--- src/rtl/nested_loop_counter.sv ---
// nested_loop_counter
// Multi-level loop counter producing index tuples (level 0 innermost) for
// CNN convolution/pooling address generation. A start pulse latches the
// per-level inclusive limits and sweeps every tuple once, presenting each
// on a valid/ready handshake; done pulses one cycle after the final tuple
// is accepted.
//
// Optional build macro: NESTED_LOOP_COUNTER_REPEAT_EN
//   Adds cfg_repeat, latched at start. When set, the sweep restarts with no
//   bubble after the final tuple (done still pulses) until abort or reset.
//
// Ports:
//   clk        clock, rising edge
//   rst_n      synchronous active-low reset
//   start      begin a sweep (honoured only in IDLE)
//   abort      end a running sweep, no done pulse
//   cfg_limit  per-level inclusive limit, level i at [i*CNT_W +: CNT_W]
//   cfg_repeat (optional) continuous sweeps
//   out_valid  tuple on count is valid
//   out_ready  consumer accepts tuple
//   count      current tuple, same packing as cfg_limit
//   level_last bit i set when level i sits at its latched limit
//   busy       sweep running
//   done       one-cycle end-of-sweep pulse
//
// state | meaning
// IDLE  | waiting for start, count held at zero
// RUN   | presenting tuples, advancing on handshake
// DONE  | single-cycle done pulse, then IDLE

module nested_loop_counter #(
    parameter int NUM_LEVELS = 3,
    parameter int CNT_W      = 8
) (
    input  logic                        clk,
    input  logic                        rst_n,
    input  logic                        start,
    input  logic                        abort,
    input  logic [NUM_LEVELS*CNT_W-1:0] cfg_limit,
`ifdef NESTED_LOOP_COUNTER_REPEAT_EN
    input  logic                        cfg_repeat,
`endif
    output logic                        out_valid,
    input  logic                        out_ready,
    output logic [NUM_LEVELS*CNT_W-1:0] count,
    output logic [NUM_LEVELS-1:0]       level_last,
    output logic                        busy,
    output logic                        done
);

    typedef enum logic [1:0] {
        IDLE = 2'd0,
        RUN  = 2'd1,
        DONE = 2'd2
    } state_t;

    state_t                        state, state_next;
    logic [NUM_LEVELS*CNT_W-1:0]   limit_q, limit_next;
    logic [NUM_LEVELS*CNT_W-1:0]   count_next;
    logic [NUM_LEVELS*CNT_W-1:0]   count_inc;
    logic                          carry;

`ifdef NESTED_LOOP_COUNTER_REPEAT_EN
    logic repeat_q, repeat_next;
    logic rep_pulse_q, rep_pulse_next;
`endif

    // Ripple increment: each level at its limit wraps and passes the carry
    // on; the carry left over after the last level marks the final tuple.
    always_comb begin
        carry     = 1'b1;
        count_inc = count;
        for (int i = 0; i < NUM_LEVELS; i++) begin
            if (carry) begin
                if (count[i*CNT_W +: CNT_W] == limit_q[i*CNT_W +: CNT_W]) begin
                    count_inc[i*CNT_W +: CNT_W] = '0;
                end else begin
                    count_inc[i*CNT_W +: CNT_W] = count[i*CNT_W +: CNT_W] + 1'b1;
                    carry = 1'b0;
                end
            end
        end
    end

    always_comb begin
        state_next = state;
        count_next = count;
        limit_next = limit_q;
`ifdef NESTED_LOOP_COUNTER_REPEAT_EN
        repeat_next    = repeat_q;
        rep_pulse_next = 1'b0;
`endif
        case (state)
            IDLE: begin
                if (start) begin
                    state_next = RUN;
                    limit_next = cfg_limit;
                    count_next = '0;
`ifdef NESTED_LOOP_COUNTER_REPEAT_EN
                    repeat_next = cfg_repeat;
`endif
                end
            end
            RUN: begin
                if (abort) begin
                    state_next = IDLE;
                    count_next = '0;
                end else if (out_ready) begin
                    count_next = count_inc;
                    if (carry) begin
`ifdef NESTED_LOOP_COUNTER_REPEAT_EN
                        if (repeat_q) begin
                            rep_pulse_next = 1'b1;
                        end else begin
                            state_next = DONE;
                        end
`else
                        state_next = DONE;
`endif
                    end
                end
            end
            DONE: begin
                state_next = IDLE;
            end
            default: begin
                state_next = IDLE;
                count_next = '0;
            end
        endcase
    end

    always_ff @(posedge clk) begin
        if (!rst_n) begin
            state   <= IDLE;
            count   <= '0;
            limit_q <= '0;
`ifdef NESTED_LOOP_COUNTER_REPEAT_EN
            repeat_q    <= 1'b0;
            rep_pulse_q <= 1'b0;
`endif
        end else begin
            state   <= state_next;
            count   <= count_next;
            limit_q <= limit_next;
`ifdef NESTED_LOOP_COUNTER_REPEAT_EN
            repeat_q    <= repeat_next;
            rep_pulse_q <= rep_pulse_next;
`endif
        end
    end

    assign out_valid = (state == RUN);
    assign busy      = (state == RUN);

`ifdef NESTED_LOOP_COUNTER_REPEAT_EN
    assign done = (state == DONE) | rep_pulse_q;
`else
    assign done = (state == DONE);
`endif

    // Gated by RUN so the flags read zero outside a sweep (limits and count
    // both reset to zero, which would otherwise compare equal).
    for (genvar g = 0; g < NUM_LEVELS; g++) begin : g_last
        assign level_last[g] = (state == RUN) &&
                               (count[g*CNT_W +: CNT_W] == limit_q[g*CNT_W +: CNT_W]);
    end

endmodule

--- config.mk ---
export PLATFORM = sky130hd
export DESIGN_NAME = nested_loop_counter
export DESIGN_NICKNAME = d
export VERILOG_FILES = /design/src/rtl/nested_loop_counter.sv
export SDC_FILE = /design/constraint.sdc
export NUM_CORES = 1
export LEC_CHECK = 0
export BUFFER_PORTS_ARGS = -buffer_cell sky130_fd_sc_hd__buf_2
export CORE_UTILIZATION = 54
export DETAILED_ROUTE_END_ITERATION = 6
export PLACE_DENSITY = 0.88
export SLEW_MARGIN = 25
export SYNTH_ARGS = -nofsm -noshare
export SYNTH_HDL_FRONTEND = slang
export SYNTH_SLANG_ARGS = --single-unit
--- constraint.sdc ---
create_clock -name clk -period 2.5 [get_ports clk]
set_input_delay 0.375 -clock clk [delete_from_list [all_inputs] [get_ports clk]]
set_output_delay 0.375 -clock clk [all_outputs]
set_load 0.02 [all_outputs]
* Word-level counts from Yosys, hierarchy flattened
Index checks and enable logic that the tools add are counted.
Storage, ports and cells: register bits 50, logic and storage cells 47
Cells by class: equality and inequality tests 10, mux-type cells 19, add/subtract/negate cells 3, reductions and logical operators 9, bitwise gates (word level) 1
Operators by type and width (count):
- $mux W24 | 3
- $pmux W24 S3 | 1
- $mux W8 | 5
- $add A8 B1 Y8 const B | 3
- $eq A8 B8 Y1 | 3
- $ne A3 B2 Y1 const B | 3
- $mux W2 | 4
- $reduce_and A4 Y1 | 2
- $reduce_and A3 Y1 | 2
- $mux W1 | 5
- $pmux W2 S2 | 1
- $logic_and A1 B1 Y1 | 3
- $ne A3 B3 Y1 const B | 1
- $eq A2 B1 Y1 const B | 1
- $eq A2 B2 Y1 const B | 1
- $logic_not A2 Y1 | 1
- $ne A2 B2 Y1 const B | 1
- $reduce_and A2 Y1 | 1
- $not A1 Y1 | 1

* Longest topological paths before layout
depth in word-level cells 8, depth in mapped cells 9

* Least setup slack after synthesis
Ideal clock, no wire load.
kind register -> register, start register state[0], end register count[15], required time 2.385 ns, buffers on the path 3, period minus slack after synthesis 2.126 ns, data arrival time 2.012 ns, cell stages (with the launch flop) 9, slack 0.374 ns, cell sequence dfxtp_1 buf_6 or3b_1 buf_2 and2_4 buf_6 or4b_4 o21a_1 o21ba_1
Between the ends: longest elaborated chain between the ends 3
Ends and longest elaborated chain:
- start: declaration | RTL line 57 | state_t state, state_next;
- start signal: assignment | RTL line 143 | state <= state_next;
- $eq A2 B1 Y1, or another cell as far along | RTL line 93 | case (state)
- $ne A3 B2 Y1 (no source line), or another cell as far along
- $reduce_and A4 Y1 (no source line)
- end signal: assignment | RTL line 144 | count <= count_next;
- end: declaration | RTL line 45 | output logic [NUM_LEVELS*CNT_W-1:0] count,
Parallel ways exist; a longest one is shown, timed or not. A chain may end at the register's enable or synchronous reset.

* Worst setup path in the final report
start register state[0], end register count[23]
Same word-level chain as after synthesis.

==> flow_metrics.env <==
export IMPL_drtIter0Drc=290
export IMPL_end_kind="flop"
export IMPL_fin_area_mm2=0.00298
export IMPL_n_antenna_cell=0
export IMPL_netlist_instances=313
export IMPL_ff2ff_setup_slack_ns=0.16
export IMPL_rsz0062_at_grt="false"
export IMPL_arrival_ns=2.55
export IMPL_syn_nets=345
export IMPL_placed_cell_area_mm2=0.00290
export IMPL_min_period_ns=2.34
export IMPL_maxSlewHeadroom=0.405
export IMPL_yosys_warnings=0
export IMPL_fp_dieW_um=71.1
export IMPL_clockRootBuffer="clkbuf_8"
export IMPL_hold_path_startpoint="cfg_limit[17]"
export IMPL_netlist_top_cells_area="dfxtp_1, nand2_1, xor2_1"
export IMPL_design_portCount=59
export IMPL_clock_latency_ns=0.31
export IMPL_yosys_area_top_type="dfxtp_1"
export IMPL_wl_per_cell_um=14.9
export IMPL_grt_pass1_vias=2148
export IMPL_synth_edf_count=0
export IMPL_cts_buffers=5
export IMPL_grt_total_usage=0.251
export IMPL_nets=396
export IMPL_grt_ovfl_total=0
export IMPL_vias_per_cell=5.84
export IMPL_synth_most_common_cell="nand2_1"
export IMPL_timing_final_crit_share=0.935
export IMPL_synthArstFlopShare=0
export IMPL_synth_top_area_frac=0.389
export IMPL_worstMarginPinSlew_ns=0.885
export IMPL_syn2layout_area_growth_pct=15.7
export IMPL_cts_setup_buffers=0
export IMPL_hold_class="input port to flop"
export IMPL_fmax_mhz=428
export IMPL_synth_commonest_cells="nand2_1, dfxtp_1, a21boi_0, xor2_1, nor2_1"
export IMPL_hold_viol=0
export IMPL_vias=2422
export IMPL_h_tree_depth=2
export IMPL_finalWirelength_mm=6.19
export IMPL_syn_area_per_cell_um2=8.23
export IMPL_synth_main_ff_cell="dfxtp_1"
export IMPL_setup_viol_count_final=0
export IMPL_syn_area_mm2=0.00258
export IMPL_die_area_mm2=0.00505
export IMPL_outcome="complete, no violations"
export IMPL_clkTransAtPathRegs_ns=0.09
export IMPL_max_vdd_ir_drop_uv=383
export IMPL_r2r_end="count[23]"
export IMPL_cp_max_fo=9
export IMPL_grt_antenna_before_repair=0
export IMPL_grt_pass1_wl_mm=9.98
export IMPL_dp_hpwl_mm=4.43
export IMPL_clockBufferDepth=2
export IMPL_worst_setup_path_type="flop to flop"
export IMPL_grt_max_degree=49
export IMPL_drc_errors=0
export IMPL_ant_nets=0
export IMPL_hold_buffers=0
export IMPL_ctsResizeCount=0
export IMPL_drive_gt1_frac=0.215
export IMPL_cts_num_sinks=50
export IMPL_dr_pass1_iters=7
export IMPL_portBuffers=58
export IMPL_cp_required_ns=2.71
export IMPL_leakage_uw=0.00133
export IMPL_cts_tree="built"
export IMPL_hold_path_end="limit_q[17]"
export IMPL_finalClockSkew_ns=0.0130
export IMPL_start_util=0.576
export IMPL_synth_seq_cells=50
export IMPL_reg2reg_depth=5
export IMPL_whs_path_depth=3
export IMPL_max_cap_viol_count=0
export IMPL_synth_cell_type_count=43
export IMPL_coreArea_mm2=0.00447
export IMPL_timing_rr_start="state[0]"
export IMPL_rows=24
export IMPL_setup_tns_ns=0
export IMPL_die_height_um=71.1
export IMPL_synth_seq_area_share=0.389
export IMPL_start_kind="flop"
export IMPL_p_per_area_mw_per_mm2=555
export IMPL_n_fill_cell=361
export IMPL_globalplace_congestion=0.861
export IMPL_slew_viol_final=0
cell families after synthesis:
| group | count (synthesis) | synth area share |
|---|---|---|
| muxes | 1 | 0.00389 |
| buffers and inverters | 25 | 0.0442 |
| AOI/OAI and AO/OA | 64 | 0.179 |
| adders and majority gates | 3 | 0.0146 |
| DFF | 50 | 0.389 |
| and+or+nand+nor | 140 | 0.268 |
| xor gates and xnor gates | 30 | 0.102 |
where the power goes:
group / internal [µW] / switching (µW) / leakage, µW
sequential: 833 / 37.0 / 0.000407
combinational: 121 / 200 / 0.000882
clock: 214 / 248 / 0.0000431
sequential cells by signal (all words and copies together) (netlist names):
register  cells
state         2
count        24
limit_q      24
worst max path at each step:
stage               startpoint        end  cells past startpoint
floorplan             state[0]  count[15]                      8
CTS                   state[0]  count[23]                      5
finish                state[0]  count[23]                      5
global placement      state[0]  count[23]                      5
detailed placement    state[0]  count[23]                      5
global route          state[0]  count[22]                      5
stage by stage:
step	instances	setup WS, ns	utilization	hold WS (ns)	power, µW
4_1_cts	415	0.201	0.666	0.314	1660
3_5_place_dp	409	0.268	0.648	0.475	1200
3_3_place_gp	409	0.382	0.648	0.466	1190
6_report	415	0.163	0.666	0.319	1650
5_1_grt	415	0.0353	0.666	0.317	1730
2_1_floorplan	313	0.374	-	0.455	1120
layout by cell type, fill, tap and decap left out, types with 2 or more instances in the layout:
cell	Yosys	layout
o31ai_1	3	3
ha_1	3	3
xor2_1	26	26
nor2_1	22	22
buf_2	1	58
nor4_1	3	3
nand2b_1	6	6
or4b_1	2	2
nand4_1	6	6
and3_1	5	5
clkbuf_8	0	6
or4_1	4	4
or3_1	2	2
nand3b_1	4	4
nand3_1	9	9
xnor2_1	4	4
o22ai_1	5	5
o41ai_1	3	3
o21ai_0	5	5
inv_1	4	4
nor3b_1	3	2
o32ai_1	2	2
nor3_1	3	3
a21boi_0	27	27
dfxtp_1	50	50
a2111oi_0	6	6
nand2_1	64	64
a21oi_1	7	7
buf_4	1	7
final cells by class:
class                   count  area, µm²  area share
flip-flops and latches     50       1000       0.336
clock buffers               6       82.6      0.0277
multi-input cells         238       1470       0.495
inverters                   4       15.0     0.00504
repair buffers             65        343       0.115
well taps                  52       65.1      0.0218
worst max-delay path, stage by stage (launching register included):
cell	delay (ns)
dfxtp_1	0.51
nand2b_4	0.11
or2_2	0.33
a21oi_2	0.32
or4b_1	0.64
o32ai_1	0.34
layer usage:
metal | track usage | up-vias | routed length, µm
met5 | 0 | - | 0
met1 | 0.334 | 1100 | 2800
met2 | 0.408 | 116 | 2870
met3 | 0.0484 | 14 | 411
li1 | - | 1192 | -
met4 | 0.0867 | 0 | 110
Power figures use the tool's default switching activity.
